`src/rtl/perspective_divide_if.sv`:
```
// ---------------------------------------------------------------------------
// perspective_divide_if
// Vertex stream bundle between the transform stage and the perspective
// divider.
//   pos_in[3:0]  clip-space vertex {x, y, z, w}, signed Q16.16
//   v_in         single-cycle valid for pos_in
//   in_ready     divider can take a vertex this cycle
//   ndc[2:0]     {x/w, y/w, z/w}, signed Q16.16, saturated
//   cull         result belongs to a vertex with w <= 0 (ndc is zero)
//   v_out        one-cycle result strobe
//   overrun      sticky: a v_in pulse was dropped
// Modports: slave = the divider, master = the producer/consumer side.
// ---------------------------------------------------------------------------
interface perspective_divide_if;
  logic [3:0][31:0] pos_in;
  logic             v_in;
  logic             in_ready;
  logic [2:0][31:0] ndc;
  logic             cull;
  logic             v_out;
  logic             overrun;

  modport slave (
    input  pos_in, v_in,
    output in_ready, ndc, cull, v_out, overrun
  );

  modport master (
    output pos_in, v_in,
    input  in_ready, ndc, cull, v_out, overrun
  );
endinterface

```
`src/rtl/perspective_divide.sv`:
```
// ---------------------------------------------------------------------------
// perspective_divide
// Turns clip-space vertices into normalized device coordinates x/w, y/w, z/w.
// A 33-iteration restoring divider forms 1/w (2^(2*FRAC) / w), then one shared
// signed multiplier scales x, y and z in three consecutive cycles. Vertices
// with w <= 0 skip the arithmetic and come out flagged as culled.
// Ports:
//   clk    system clock, rising edge
//   rst_n  asynchronous active-low reset
//   bus    perspective_divide_if.slave (pos_in/v_in in, ndc/cull/v_out out,
//          in_ready, overrun)
// Optional feature: define PERSP_DIV_SKID_EN to add a one-entry holding
// register so a vertex arriving while busy is kept and started straight
// from OUT without an IDLE cycle.
// ---------------------------------------------------------------------------
module perspective_divide #(
  parameter int FRAC = 16
) (
  input logic               clk,
  input logic               rst_n,
  perspective_divide_if.slave bus
);
  typedef enum logic [1:0] {IDLE, DIV, MUL, OUT} state_t;

  localparam logic [32:0]        DIVIDEND = 33'd1 << (2 * FRAC);
  localparam logic signed [63:0] SAT_MAX  = 64'sh0000_0000_7FFF_FFFF;
  localparam logic signed [63:0] SAT_MIN  = 64'shFFFF_FFFF_8000_0000;

  state_t           state_reg;
  logic [31:0]      x_reg, y_reg, z_reg, w_reg;
  logic             culled_reg;
  logic [31:0]      rem_reg;
  logic [31:0]      quo_reg;
  logic [5:0]       cnt_reg;
  logic [31:0]      recip_reg;
  logic [1:0]       mul_idx_reg;
  logic [2:0][31:0] res_reg;
  logic [2:0][31:0] ndc_reg;
  logic             cull_reg;
  logic             v_out_reg;
  logic             in_ready_reg;
  logic             overrun_reg;

`ifdef PERSP_DIV_SKID_EN
  logic             hold_valid_reg;
  logic [3:0][31:0] hold_pos_reg;
  logic             hold_load;
  logic             hold_valid_next;
`endif

  // Vertex start selection (from the input port, or from the holding register).
  logic             start;
  logic [3:0][31:0] start_pos;
  logic             start_cull;
  logic             next_idle;
  logic             in_ready_next;
  logic             overrun_set;

  always_comb begin
`ifdef PERSP_DIV_SKID_EN
    start     = ((state_reg == IDLE) && bus.v_in) ||
                ((state_reg == OUT) && (hold_valid_reg || bus.v_in));
    start_pos = ((state_reg == OUT) && hold_valid_reg) ? hold_pos_reg : bus.pos_in;
    // In OUT a full register drains and may refill in the same cycle; in
    // DIV/MUL only an empty register takes a vertex. IDLE never holds.
    case (state_reg)
      IDLE: begin
        hold_load       = 1'b0;
        hold_valid_next = 1'b0;
      end
      OUT: begin
        hold_load       = hold_valid_reg && bus.v_in;
        hold_valid_next = hold_load;
      end
      default: begin
        hold_load       = !hold_valid_reg && bus.v_in;
        hold_valid_next = hold_valid_reg || bus.v_in;
      end
    endcase
    overrun_set = bus.v_in && hold_valid_reg &&
                  ((state_reg == DIV) || (state_reg == MUL));
`else
    start       = (state_reg == IDLE) && bus.v_in;
    start_pos   = bus.pos_in;
    overrun_set = bus.v_in && (state_reg != IDLE);
`endif
    start_cull = start_pos[0][31] || (start_pos[0] == 32'd0);
    next_idle  = ((state_reg == IDLE) || (state_reg == OUT)) && !start;
`ifdef PERSP_DIV_SKID_EN
    in_ready_next = next_idle || !hold_valid_next;
`else
    in_ready_next = next_idle;
`endif
  end

  // One restoring-division step: shift the next dividend bit into the
  // remainder and subtract w when it fits.
  logic [32:0] trial;
  logic [32:0] diff;
  logic        fits;
  logic [32:0] quo_final;

  always_comb begin
    trial     = {rem_reg, DIVIDEND[cnt_reg]};
    diff      = trial - {1'b0, w_reg};
    fits      = trial >= {1'b0, w_reg};
    quo_final = {quo_reg, fits};
  end

  // Shared multiplier: operand order x, y, z; reciprocal is always positive.
  logic [31:0]        mul_op;
  logic signed [63:0] a_ext, b_ext, prod, shifted;
  logic [31:0]        prod_sat;

  always_comb begin
    case (mul_idx_reg)
      2'd0:    mul_op = x_reg;
      2'd1:    mul_op = y_reg;
      default: mul_op = z_reg;
    endcase
    a_ext   = {{32{mul_op[31]}}, mul_op};
    b_ext   = {32'd0, recip_reg};
    prod    = a_ext * b_ext;
    shifted = prod >>> FRAC;
    if (shifted > SAT_MAX)
      prod_sat = 32'h7FFF_FFFF;
    else if (shifted < SAT_MIN)
      prod_sat = 32'h8000_0000;
    else
      prod_sat = shifted[31:0];
  end

  always_ff @(posedge clk or negedge rst_n) begin
    if (!rst_n) begin
      state_reg      <= IDLE;
      x_reg          <= '0;
      y_reg          <= '0;
      z_reg          <= '0;
      w_reg          <= '0;
      culled_reg     <= 1'b0;
      rem_reg        <= '0;
      quo_reg        <= '0;
      cnt_reg        <= '0;
      recip_reg      <= '0;
      mul_idx_reg    <= '0;
      res_reg        <= '0;
      ndc_reg        <= '0;
      cull_reg       <= 1'b0;
      v_out_reg      <= 1'b0;
      in_ready_reg   <= 1'b1;
      overrun_reg    <= 1'b0;
`ifdef PERSP_DIV_SKID_EN
      hold_valid_reg <= 1'b0;
      hold_pos_reg   <= '0;
`endif
    end else begin
      v_out_reg    <= 1'b0;
      in_ready_reg <= in_ready_next;
      if (overrun_set)
        overrun_reg <= 1'b1;
`ifdef PERSP_DIV_SKID_EN
      hold_valid_reg <= hold_valid_next;
      if (hold_load)
        hold_pos_reg <= bus.pos_in;
`endif

      case (state_reg)
        IDLE: ;
        DIV: begin
          rem_reg <= fits ? diff[31:0] : trial[31:0];
          quo_reg <= quo_final[31:0];
          cnt_reg <= cnt_reg - 6'd1;
          if (cnt_reg == 6'd0) begin
            // Quotient >= 2^31 only for w = 1 or 2 LSB; clamp to max positive.
            recip_reg   <= (quo_final[32:31] != 2'b00) ? 32'h7FFF_FFFF : quo_final[31:0];
            mul_idx_reg <= 2'd0;
            state_reg   <= MUL;
          end
        end
        MUL: begin
          res_reg[2'd2 - mul_idx_reg] <= prod_sat;
          mul_idx_reg <= mul_idx_reg + 2'd1;
          if (mul_idx_reg == 2'd2)
            state_reg <= OUT;
        end
        OUT: begin
          v_out_reg <= 1'b1;
          cull_reg  <= culled_reg;
          ndc_reg   <= culled_reg ? '0 : res_reg;
          state_reg <= IDLE;
        end
        default: state_reg <= IDLE;
      endcase

      // Loading a vertex overrides the OUT -> IDLE transition above.
      if (start) begin
        x_reg      <= start_pos[3];
        y_reg      <= start_pos[2];
        z_reg      <= start_pos[1];
        w_reg      <= start_pos[0];
        culled_reg <= start_cull;
        rem_reg    <= '0;
        quo_reg    <= '0;
        cnt_reg    <= 6'd32;
        state_reg  <= start_cull ? OUT : DIV;
      end
    end
  end

  assign bus.in_ready = in_ready_reg;
  assign bus.ndc      = ndc_reg;
  assign bus.cull     = cull_reg;
  assign bus.v_out    = v_out_reg;
  assign bus.overrun  = overrun_reg;
endmodule

```
`src/flat_wrapper.sv`:
```
// flat-port wrapper written by rule: the top's interface ports become plain ports
module perspective_divide_flat 
#(
  parameter int FRAC = 16
)
  (clk, rst_n, bus_pos_in, bus_v_in, bus_in_ready, bus_ndc, bus_cull, bus_v_out, bus_overrun);
  perspective_divide_if bus_i ();
  input logic clk;
  input logic rst_n;
  input wire logic [$bits(bus_i.pos_in)-1:0] bus_pos_in;
  input wire logic [$bits(bus_i.v_in)-1:0] bus_v_in;
  output wire logic [$bits(bus_i.in_ready)-1:0] bus_in_ready;
  output wire logic [$bits(bus_i.ndc)-1:0] bus_ndc;
  output wire logic [$bits(bus_i.cull)-1:0] bus_cull;
  output wire logic [$bits(bus_i.v_out)-1:0] bus_v_out;
  output wire logic [$bits(bus_i.overrun)-1:0] bus_overrun;
  assign bus_i.pos_in = bus_pos_in;
  assign bus_i.v_in = bus_v_in;
  assign bus_in_ready = bus_i.in_ready;
  assign bus_ndc = bus_i.ndc;
  assign bus_cull = bus_i.cull;
  assign bus_v_out = bus_i.v_out;
  assign bus_overrun = bus_i.overrun;
  perspective_divide #(.FRAC(FRAC)) u_core (.clk(clk), .rst_n(rst_n), .bus(bus_i));
endmodule
```
`config.mk`:
```
export PLATFORM = sky130hd
export DESIGN_NAME = perspective_divide_flat
export DESIGN_NICKNAME = d
export VERILOG_FILES = /design/src/rtl/perspective_divide_if.sv /design/src/rtl/perspective_divide.sv /design/src/flat_wrapper.sv
export SDC_FILE = /design/constraint.sdc
export NUM_CORES = 2
export LEC_CHECK = 0
export BUFFER_PORTS_ARGS = -buffer_cell sky130_fd_sc_hd__buf_2
export CORE_MARGIN = 4
export CORE_UTILIZATION = 26
export CTS_CLUSTER_DIAMETER = 100
export CTS_CLUSTER_SIZE = 16
export DETAILED_ROUTE_END_ITERATION = 16
export SLEW_MARGIN = 25
export SYNTH_ARGS = -nofsm -noshare
export SYNTH_HDL_FRONTEND = slang
export SYNTH_SLANG_ARGS = --single-unit
export TNS_END_PERCENT = 100
```
`constraint.sdc`:
```
create_clock -name clk -period 11.5 [get_ports clk]
set_input_delay 1.15 -clock clk [delete_from_list [all_inputs] [get_ports clk]]
set_output_delay 1.15 -clock clk [all_outputs]
set_load 0.01 [all_outputs]
```
After elaboration in Yosys (flattened, before gate mapping)
Memories as Yosys holds them, arrays and structs flattened.
Cells that the tools add are included.
{"block": "word_totals", "n_memories": 1, "elab_cells": 84, "ff_bits": 431, "mem_bits_ro": 64}
{"name": "(name not given)", "depth": 64, "width": 1, "read_ports": 1, "rd_ports_with_merged_regs": 0, "write_ports": 0, "line_no": "perspective_divide.sv:104", "text": "trial = {rem_reg, DIVIDEND[cnt_reg]};"}
{"block": "op_classes", "n_lt_le_gt_ge": 6, "eq_ne": 8, "add_sub_neg": 4, "n_mux": 24, "reduce_logical": 19, "n_mul": 1}
{"cell": "32-bit 2-to-1 mux", "count": 9}
{"cell": "96-bit bitwise mux", "count": 1}
{"cell": "96-bit 2-to-1 mux", "count": 1}
{"cell": "32-bit demux with 2-bit select", "count": 1}
{"cell": "32-bit by 33-bit multiplier with 64-bit output", "count": 1}
{"cell": "32-bit one-hot mux with 2 select lines", "count": 1}
{"cell": "48-bit by 32-bit > comparator with 1-bit output (second input constant)", "count": 1}
{"cell": "48-bit by 32-bit < comparator with 1-bit output (second input constant)", "count": 1}
{"cell": "33-bit by 32-bit greater-or-equal comparator with 1-bit output", "count": 1}
{"cell": "32-bit zero test", "count": 1}
{"cell": "32-bit subtractor", "count": 1}
{"cell": "6-bit 2-to-1 mux", "count": 2}
{"cell": "2-bit 2-to-1 mux", "count": 5}
{"cell": "2-bit nonzero test", "count": 4}
{"cell": "6-bit by 7-bit < comparator with 1-bit output (second input constant)", "count": 1}
{"cell": "2-bit == test (second input constant)", "count": 3}
{"cell": "6-bit zero test", "count": 1}
{"cell": "3-bit by 1-bit inequality test with 1-bit output (second input constant)", "count": 2}
{"cell": "2-bit one-hot mux with 3 select lines", "count": 1}
{"cell": "6-bit by 1-bit subtractor with 6-bit output (second input constant)", "count": 1}
{"cell": "2-bit by 1-bit == test with 1-bit output (second input constant)", "count": 2}
{"cell": "1-bit logical AND", "count": 4}
{"cell": "2-bit zero test", "count": 2}
{"cell": "2-bit one-hot mux with 2 select lines", "count": 1}
{"cell": "other kinds (11)", "count": 14}

Logic depth before layout (Yosys ltp)
{"block": "logic_depth", "word_depth": 7, "ltp_mapped": 40}

Worst setup path before layout
Ideal clock, no wire load.
{"block": "synth_path", "path_kind": "flip-flop to flip-flop", "start": "register u_core.mul_idx_reg[0]", "end": "register u_core.res_reg[93] in the netlist's numbering", "setup_slack_ns": 1.969, "stages_incl_launch_ff": 39, "setup_ns": 0.135, "required_time_ns": 11.365, "arrival_time_ns": 9.396, "path_buffers": 5, "path_cell_list": "dfrtp_1 inv_1 ha_1 buf_2 nor2_2 clkbuf_1 clkbuf_1 nand2_1 nand2_1 clkbuf_1 nand2_1 fa_1 inv_1 fa_1 fa_1 inv_1 fa_1 inv_1 [... 3 more ...] inv_1 fa_1 inv_1 ha_1 and3_1 and2_1 a221o_1 a21o_1 a221oi_1 o31a_1 o21ai_1 a21bo_2 or3_1 a2111oi_2 a41oi_2 buf_2 a21oi_1 o21ai_0"}
{"block": "synth_via", "elab_chain_len": 7}
{"item": "start: declaration", "line_no": "perspective_divide.sv:36", "text": "logic [1:0] mul_idx_reg;"}
{"item": "start signal: assignment", "line_no": "perspective_divide.sv:182", "text": "mul_idx_reg <= mul_idx_reg + 2'd1;"}
{"item": "2-bit by 1-bit == test with 1-bit output / 2-bit zero test (equally long branches)", "line_no": "perspective_divide.sv:116", "text": "case (mul_idx_reg)"}
{"item": "32-bit one-hot mux with 2 select lines", "line_no": "perspective_divide.sv:116"}
{"item": "32-bit by 33-bit multiplier with 64-bit output", "line_no": "perspective_divide.sv:123", "text": "prod = a_ext * b_ext;"}
{"item": "48-bit by 32-bit < comparator with 1-bit output", "line_no": "perspective_divide.sv:127", "text": "else if (shifted < SAT_MIN)"}
{"item": "32-bit 2-to-1 mux", "line_no": "perspective_divide.sv:127"}
{"item": "32-bit 2-to-1 mux", "line_no": "perspective_divide.sv:125", "text": "if (shifted > SAT_MAX)"}
{"item": "96-bit bitwise mux *", "line_no": "perspective_divide.sv:181", "text": "res_reg[2'd2 - mul_idx_reg] <= prod_sat;"}
{"item": "end signal: indexed assignment", "line_no": "perspective_divide.sv:181"}
{"item": "end: declaration", "line_no": "perspective_divide.sv:37", "text": "logic [2:0][31:0] res_reg;"}
Every way passes the cells marked *; elsewhere a longest branch is shown, timed or not.
A chain may end at the register's enable or synchronous reset.

Worst setup path in the final report
{"block": "layout_path", "start": "register u_core.mul_idx_reg[0]", "end": "register u_core.res_reg[94] in the netlist's numbering"}
Same word-level chain as after synthesis.

==> qor.txt <==
Most instantiated cells after synthesis: sky130_fd_sc_hd__nand2_1, sky130_fd_sc_hd__inv_1, sky130_fd_sc_hd__fa_1, sky130_fd_sc_hd__and2_1, sky130_fd_sc_hd__dfrtp_1
Stages on worst setup path: 31
Share of the yosys chip area belonging to registers: 20.44%
CTS tree: built
IO buf count: 230
Number of nets produced by synthesis: 7213
Effective utilization at floorplan: 26.11%
Number of synthesized flops with an enable pin: 0
Number of cells on the worst hold path: 1
Status: finished, final reports clean
Initial antenna violation count: 3
DIE AREA: 0.2102 mm2
Cts repair resizes: 0
Max Fclk: 93.04 MHz
Setup slack of the most critical reg-to-reg path: 0.75 ns
Share of flip-flops with an asynchronous set or reset after synthesis: 100.0%
Critical path class: flop to flop
DRC violations left: 0
Post-synth top area cell: sky130_fd_sc_hd__fa_1
All-layer global routing usage: 13.64%
Unrepaired setup endpoints after global routing: false
Worst hold path type: flop to flop
Number of max-capacitance violations reported: 0
Clock latency of the later-clocked register in the worst-skew pair: 0.60 ns
Post-synthesis cell type count: 81
Clock transition time at the flip-flop clock pins of the worst setup and hold paths: 0.08 ns
Critical Path Start Type: flop
First-pass iteration count of the detailed router: 7
Crit path buffers/inverters: 5
Vias in the first global route: 42.18k
DR vias/cell: 4.543
Hold Buf Count CTS: 0
Cell types occupying the most area after synthesis: sky130_fd_sc_hd__fa_1, sky130_fd_sc_hd__dfrtp_1, sky130_fd_sc_hd__nand2_1, sky130_fd_sc_hd__ha_1, sky130_fd_sc_hd__inv_1
Htree depth: 2
Worst R2R Start: u_core.mul_idx_reg[0]
Area of the core: 0.2021 mm2
Number of buffers added by the clock tree synthesis step: 34
Dominant delay contributor by cell family on the critical path: adder cells
Clock Path Buffers: 3
Critical path startpoint: u_core.mul_idx_reg[0]
R2r worst-path depth: 31
Footprint of the multi-input gates: 0.03703 mm2
Average cell area after synthesis: 9.004 um2
Tightest Pin Transition: 1.044 ns
Crit-path slowest cell: sky130_fd_sc_hd__nor2_2
Fill cell count: 21.35k
Most used flip-flop cell after synthesis: sky130_fd_sc_hd__dfrtp_1
Count of endpoints failing hold in the final timing report: 0
Final clock skew: 0.03280 ns
Pin count of the biggest net entering global routing: 132
Sinks on the clock net: 431
Highest cell delay on the worst timing path: 0.87 ns
Global-route congestion overflow total: 0
Data arrival time of the critical path: 11.18 ns
Count of synthesis-stage warnings from yosys: 0
Area used by sequential logic in the layout: 0.01080 mm2
Worst flop-to-flop path endpoint: u_core.res_reg[94]
Vias post-DR: 38.94k
Worst Path Max Fanout: 61
Cell with the most instances on the worst path: sky130_fd_sc_hd__fa_1
Most frequent cell after synthesis: sky130_fd_sc_hd__nand2_1
Final core area utilization: 28.64%
Final-layout setup total negative slack: 0 ns
Number of flip-flops and latches in the synthesized netlist: 431
DRT antenna net count: 0
Fraction of synthesized cell area taken by the top area cell type: 34.03%
I/O pin count: 231
GPL Wtd Cong: 0.8789
Period utilization: 93.46%
Aggregate routed wire length: 142200 um
Diodes inserted: 0
Clock root buffer: sky130_fd_sc_hd__clkbuf_16
Total Nets Final: 7237
Ratio of cells with drive above 1 in the final layout: 7.356%
Shortest period the worst path allows: 10.75 ns
Floorplan die height: 458.5 um
Worst setup path end: u_core.res_reg[94]
Global-route wire length before repair: 232900 um
Detailed-route wire length per cell: 16.59 um
DIE WIDTH: 458.5 um
Cell area after synthesis: 0.05277 mm2
Number of cells produced by synthesis: 5861
Setup-violating endpoint count in the final report: 0
Worst slew margin: 30.43%
Critical Path RT: 11.94 ns
Number of buffers inserted to repair setup after CTS: 0
Initial drt markers: 2314
Number of core rows: 165
Count of pins over their slew limit: 0
Element type at the critical path end: flop
Area Growth Syn to Fin: 9.695%
Placed wire-length estimate: 115300 um
==> final cells by class <==
cell class / instances / area share, %
Multi-Input combinational cell: 4096 / 63.96
Sequential cell: 431 / 18.65
Inverter: 988 / 6.406
Tap cell: 2672 / 5.775
Timing Repair Buffer: 334 / 3.454
Clock buffer: 44 / 1.535
Clock inverter: 7 / 0.2161
==> metrics by stage <==
step	worst slack, ns	hold WS [ns]	instance area (um2)	instances
after global placement	0.9497	0.4387	56850	8521
after floorplan	1.969	0.4358	52770	5861
after CTS	0.7249	0.4627	57870	8572
after global routing	0.1860	0.4900	57890	8572
final	0.7522	0.4616	57890	8572
after detailed placement	0.7668	0.4446	56860	8521
==> cells in the final DEF (no fill, tap or decap), drive strengths merged, types with 63 or more instances in the layout <==
master / instances
nand2: 1163
inv: 991
fa: 897
dfrtp: 430
ha: 324
and2: 476
nand3: 63
nand2b: 108
nor2: 107
buf: 334
a21oi: 106
nor2b: 73
o21ai: 337
==> cells by family after synthesis <==
group | synth area share (%)
xor+xnor | 1.129
buf+inv | 9.538
flops | 20.44
mux | 0.6900
compound gates | 7.822
fa+ha+maj | 41.71
simple gates | 18.67
==> worst min path at each step <==
stage | from | endpoint | slack (ns)
after CTS | u_core.bus.overrun | u_core.bus.overrun | 0.46
after global routing | u_core.y_reg[29] | u_core.y_reg[29] | 0.49
final | u_core.bus.overrun | u_core.bus.overrun | 0.46
after detailed placement | u_core.bus.overrun | u_core.bus.overrun | 0.44
after floorplan | u_core.z_reg[0] | u_core.z_reg[0] | 0.44
after global placement | u_core.bus.overrun | u_core.bus.overrun | 0.44
==> per-layer routing <==
layer	track usage (%)	up-vias	share of wire, %
met2	23.95	973	50
met5	0	-	0.0091
met4	2.910	2	2.3
met3	1.970	193	5.5
met1	17.79	19950	42
li1	-	17830	-
Power is not shown: default switching activity piles up to over one toggle a cycle in this logic, so the estimate is an artifact.
